[src/rtl/mem_port_arbiter.sv]
// Round-robin arbiter sharing one word memory port between fetch and load/store; blocks out-of-range addresses.
// Done after 2+MEM_LAT cycles (load), 2 (store), 1 (out of range); requesters hold req until done, losers wait in IDLE.
module mem_port_arbiter #(
    parameter int MEM_LAT   = 0,
    parameter int MEM_WORDS = 128
) (
    input  logic        clk,
    input  logic        reset,
    input  logic        if_req,
    input  logic [31:0] if_addr,
    output logic        if_done,
    output logic [31:0] if_rdata,
    output logic        if_err,
    input  logic        d_req,
    input  logic        d_we,
    input  logic [31:0] d_addr,
    input  logic [31:0] d_wdata,
    output logic        d_done,
    output logic [31:0] d_rdata,
    output logic        d_err,
    output logic        mem_en,
    output logic        mem_we,
    output logic [31:0] mem_addr,
    output logic [31:0] mem_wdata,
    input  logic [31:0] mem_rdata,
    output logic        busy,
    output logic        gnt_data
);

    typedef enum logic [1:0] {IDLE, ISSUE, WAIT, RESP} state_t;

    localparam logic [32:0] ADDR_LIMIT = 33'(MEM_WORDS * 4);
    localparam logic [1:0]  LAT        = 2'(MEM_LAT);

    state_t      state;
    state_t      state_nxt;

    logic        last_grant;
    logic        gnt_q;
    logic [31:2] addr_q;
    logic        we_q;
    logic [31:0] wdata_q;
    logic        err_q;
    logic [1:0]  cnt_q;
    logic [31:0] if_rdata_q;
    logic [31:0] d_rdata_q;

    logic        any_req;
    logic        pick_data;
    logic [31:0] sel_addr;
    logic        sel_oor;
    logic        capture;

    // Grant selection: a lone request wins outright; on a tie the side not served last wins.
    always_comb begin
        pick_data = 1'b0;
        if (d_req && !if_req) begin
            pick_data = 1'b1;
        end else if (d_req && if_req) begin
            pick_data = ~last_grant;
        end
    end

    assign any_req  = if_req | d_req;
    assign sel_addr = pick_data ? d_addr : if_addr;
    assign sel_oor  = {1'b0, sel_addr} >= ADDR_LIMIT;
    assign capture  = ((state == ISSUE) && !we_q && (LAT == 2'd0)) ||
                      ((state == WAIT) && (cnt_q == LAT));

    always_ff @(posedge clk) begin
        if (reset) begin
            state <= IDLE;
        end else begin
            state <= state_nxt;
        end
    end

    always_comb begin
        state_nxt = state;
        case (state)
            IDLE: begin
                if (any_req) begin
                    state_nxt = sel_oor ? RESP : ISSUE;
                end
            end
            ISSUE: begin
                if (we_q || (LAT == 2'd0)) begin
                    state_nxt = RESP;
                end else begin
                    state_nxt = WAIT;
                end
            end
            WAIT: begin
                if (cnt_q == LAT) begin
                    state_nxt = RESP;
                end
            end
            RESP:    state_nxt = IDLE;
            default: state_nxt = IDLE;
        endcase
    end

    always_comb begin
        mem_en    = (state == ISSUE);
        mem_we    = mem_en & we_q;
        mem_addr  = mem_en ? {addr_q, 2'b00} : 32'd0;
        mem_wdata = mem_en ? wdata_q : 32'd0;
        if_done   = (state == RESP) & ~gnt_q;
        d_done    = (state == RESP) & gnt_q;
        if_err    = if_done & err_q;
        d_err     = d_done & err_q;
        if_rdata  = if_rdata_q;
        d_rdata   = d_rdata_q;
        busy      = (state != IDLE);
        gnt_data  = gnt_q;
    end

    // last_grant resets to data so fetch wins the first tie; gnt_data itself resets to 0.
    always_ff @(posedge clk) begin
        if (reset) begin
            last_grant <= 1'b1;
            gnt_q      <= 1'b0;
            addr_q     <= '0;
            we_q       <= 1'b0;
            wdata_q    <= 32'd0;
            err_q      <= 1'b0;
            cnt_q      <= 2'd0;
            if_rdata_q <= 32'd0;
            d_rdata_q  <= 32'd0;
        end else begin
            if ((state == IDLE) && any_req) begin
                last_grant <= pick_data;
                gnt_q      <= pick_data;
                addr_q     <= sel_addr[31:2];
                we_q       <= pick_data & d_we;
                wdata_q    <= pick_data ? d_wdata : 32'd0;
                err_q      <= sel_oor;
                if (sel_oor) begin
                    if (pick_data) begin
                        d_rdata_q <= 32'd0;
                    end else begin
                        if_rdata_q <= 32'd0;
                    end
                end
            end
            if (state == ISSUE) begin
                cnt_q <= 2'd1;
            end else if (state == WAIT) begin
                cnt_q <= cnt_q + 2'd1;
            end
            if (capture) begin
                if (gnt_q) begin
                    d_rdata_q <= mem_rdata;
                end else begin
                    if_rdata_q <= mem_rdata;
                end
            end
        end
    end

endmodule

[config.mk]
export PLATFORM = sky130hd
export DESIGN_NAME = mem_port_arbiter
export DESIGN_NICKNAME = d
export VERILOG_FILES = /design/src/rtl/mem_port_arbiter.sv
export SDC_FILE = /design/constraint.sdc
export NUM_CORES = 1
export LEC_CHECK = 0
export ABC_CLOCK_PERIOD_IN_PS = 2130
export BUFFER_PORTS_ARGS = -buffer_cell sky130_fd_sc_hd__buf_4
export CAP_MARGIN = 30
export CORE_ASPECT_RATIO = 0.9
export CORE_MARGIN = 1
export CORE_UTILIZATION = 45
export CTS_BUF_LIST = sky130_fd_sc_hd__clkbuf_8
export DETAILED_ROUTE_END_ITERATION = 10
export PLACE_DENSITY = 0.85
export SLEW_MARGIN = 20
export SYNTH_ARGS = -nofsm -noshare
export SYNTH_HDL_FRONTEND = slang
export SYNTH_SLANG_ARGS = --single-unit
[constraint.sdc]
create_clock -name clk -period 2.13 [get_ports clk]
set_input_delay 0.5325 -clock clk [delete_from_list [all_inputs] [get_ports clk]]
set_output_delay 0.5325 -clock clk [all_outputs]
set_load 0.02 [all_outputs]
==> flow_metrics.env <==
export IMPL_ir_drop_v=0.000781
export IMPL_stdcell_count=1028
export IMPL_areaGrowthSynthToFinish_pct=46.0
export IMPL_drive_gt1_share_pct=38.2
export IMPL_die_x_um=121
export IMPL_synth_area_leaders="dfxtp_1 (47%), and2_1 (7.4%), mux2i_1 (5.4%)"
export IMPL_drt_pass1_iter_count=4
export IMPL_hold_viol=0
export IMPL_syn_avg_cell_area_um2=9.33
export IMPL_synth_edf_count=0
export IMPL_synth_async_reset_ratio_pct=0
export IMPL_wl_per_cell_um=16.2
export IMPL_placedCellCount=994
export IMPL_dpl_instance_area_mm2=0.00785
export IMPL_multi_input_area_mm2=0.00276
export IMPL_cts_root_buf="clkbuf_8"
export IMPL_cp_start_kind="flip-flop"
export IMPL_synthDistinctLibCells=41
export IMPL_portBuffers=262
export IMPL_fin_hold_ws_ns=0.324
export IMPL_clk_path_buf_depth=2
export IMPL_final_nets=994
export IMPL_r2r_start="state[1]$_SDFFE_PP0P_"
export IMPL_grt_util_all_layers_pct=25.3
export IMPL_hold_depth=2
export IMPL_antenna_left=0
export IMPL_synth_top_cell_by_area="dfxtp_1"
export IMPL_hpwl_um=11600
export IMPL_drt_wl_total_um=16700
export IMPL_final_setup_worst_slack_ns=0.0747
export IMPL_cts_tree="built"
export IMPL_netlist_area_leader_share_pct=47.1
export IMPL_final_fill_count=1012
export IMPL_rrSetupSlack_ns=0.25
export IMPL_gr_total_overflow=0
export IMPL_cts_sinks=134
export IMPL_min_period_ns=2.06
export IMPL_io_pins=269
export IMPL_grt_pass1_wl_um=25900
export IMPL_yosysWarningCount=0
export IMPL_r2r_end="if_rdata[6]$_SDFF_PP0_"
export IMPL_synth_seq_area_share_pct=47.1
export IMPL_netlist_instances=611
export IMPL_dr_total_vias=5470
export IMPL_core_mm2=0.0122
export IMPL_drtIter0Drc=396
export IMPL_rsz0062_at_grt="yes"
export IMPL_crit_required_ns=1.60
export IMPL_numCtsBuffers=17
export IMPL_start_util_pct=46.6
export IMPL_synth_area_mm2=0.00570
export IMPL_power_density_mw_per_mm2=956
export IMPL_dieArea_mm2=0.0131
export IMPL_die_h_um=109
export IMPL_total_power_w=0.00795
export IMPL_finalSetupViolations=0
export IMPL_synth_ff_type="dfxtp_1"
export IMPL_cap_violations=0
export IMPL_critPathArrivalTime_ns=1.52
export IMPL_endpoint_kind="output port"
export IMPL_drc=0
export IMPL_reg2reg_depth=8
export IMPL_critical_path_class="reg2out"
export IMPL_p_leak_nw=3.68
export IMPL_antenna_found_initial=0
export IMPL_avgViaCountPerCell=5.32
export IMPL_fmax_mhz=487
export IMPL_worst_pin_slew_ns=0.739
export IMPL_synth_seq_cells=134
export IMPL_placementRows=38
export IMPL_dp_slack_ns=-0.00214
export IMPL_grt_max_degree=76
export IMPL_min_to="d_rdata[17]$_SDFF_PP0_"
export IMPL_fin_area_mm2=0.00832
export IMPL_cp_slowest_stage_delay_ns=0.35
export IMPL_finalClockSkew_ns=0.0101
export IMPL_hp_class="in2reg"
export IMPL_post_route_period_util_pct=96.5
export IMPL_worstSkewPairLatency_ns=0.43
export IMPL_crit_fanout=39
export IMPL_cp_slowest_cell="dfxtp_2"
export IMPL_htreeDepth=4
export IMPL_place_congestion=0.832
export IMPL_drv_slew=0
export IMPL_status="finished clean"
export IMPL_slew_headroom_pct=50.7
export IMPL_seq_area_mm2=0.00269
export IMPL_path_cells="inv_2, ha_4, buf_12, and2_1, buf_4"
export IMPL_antenna_cells=0
export IMPL_grt_pass1_vias=5114
export IMPL_clk_pin_slew_ns=0.07
export IMPL_hold_start="mem_rdata[17]"
routing by layer:
layer	global-route usage, %	up-vias	part of all wire [%]
li1	-	2698	-
met1	31.3	2548	43
met2	41.1	203	48
met3	7.17	21	7.5
met4	11.6	0	2.2
met5	0	-	0
synth_stat cells, types with 4 or more instances:
library cell / count
buf_2: 10
a22oi_1: 33
nor2_1: 73
nor3_1: 4
nor2b_1: 4
a22o_1: 32
o311ai_1: 30
nor4_1: 8
and2_1: 67
inv_1: 6
mux2i_1: 31
a211oi_1: 32
dfxtp_1: 134
nand2_1: 36
a21oi_1: 35
clkbuf_1: 36
ha_1: 6
through the flow:
stage	setup TNS [ns]	utilization (%)
final	0	68.1
after global routing	-0.0348	68.1
after CTS	-0.00229	68.0
after detailed placement	-0.00481	64.2
after global placement	0	64.2
after floorplan	0	-
flip-flops by register name, summed over array words and instances (netlist names):
name and cells:
cnt_q 2, if_rdata 32, gnt_data 1, wdata_q 32, addr_q 30, d_rdata 32
we_q 1, state 2, last_grant 1, err_q 1
logic make-up (layout without fill, tap and decap cells):
group,after synthesis,count (layout),share of synthesized area (%)
other,1,2,0.0658
buffers and inverters,63,319,5.56
adder cells (fa/ha/maj),6,6,1.32
AO/OA/AOI/OAI,171,171,22.5
multiplexers,31,31,5.45
flip-flops,134,134,47.1
AND/OR/NAND/NOR,205,205,18.1
what timing repair did:
action	4_1_cts	5_1_grt
hold endpoints to repair	0	0
pin swaps	0	0
endpoints found under the setup margin	56	107
buffers inserted	2	0
resized for setup	4	5
hold buffers	0	0
worst max path at each step:
| stage | start | to | slack, ns | cells after the start |
|---|---|---|---|---|
| 3_5_place_dp | d_addr[14] | if_rdata[22]$_SDFF_PP0_ | -0.002 | 7 |
| 2_1_floorplan | state[1]$_SDFFE_PP0P_ | mem_addr[10] | 0.16 | 5 |
| 5_1_grt | state[1]$_SDFFE_PP0P_ | mem_addr[25] | -0.005 | 5 |
| 3_3_place_gp | d_addr[11] | if_rdata[16]$_SDFF_PP0_ | 0.008 | 7 |
| 4_1_cts | state[0]$_SDFFE_PP0P_ | mem_wdata[12] | -0.002 | 4 |
| 6_report | state[1]$_SDFFE_PP0P_ | mem_addr[2] | 0.07 | 5 |
layout make-up:
class / instances / share of cell area (%)
well taps: 160 / 2.41
inverters: 6 / 0.271
clock buffers: 18 / 2.98
flip-flops and latches: 134 / 32.3
clock inverters: 14 / 2.20
multi-input cells: 415 / 33.1
repair buffers: 281 / 26.8
where the power goes:
group	total, W	internal, W	switching [W]
sequential	0.00307	0.00287	0.000196
clock	0.00228	0.00130	0.000982
combinational	0.00261	0.00111	0.00150
cells in the final DEF (no fill, tap or decap), drive strengths merged, types with 8 or more instances in the layout:
cell / count
and2: 67
buf: 281
a211oi: 32
nor2: 74
nand2: 36
nor4: 8
clkbuf: 18
dfxtp: 134
mux2i: 31
a21oi: 37
o311ai: 32
a22o: 32
a22oi: 33
clkinv: 8
critical path, delay by kind of cell, from the launching register on:
| family | cells | cell delay (ns) |
|---|---|---|
| fa+ha+maj | 1 | 0.18 |
| buf+inv | 3 | 0.39 |
| flops | 1 | 0.35 |
| simple gates | 1 | 0.17 |
Note: power is estimated with default switching activity, not from simulation.
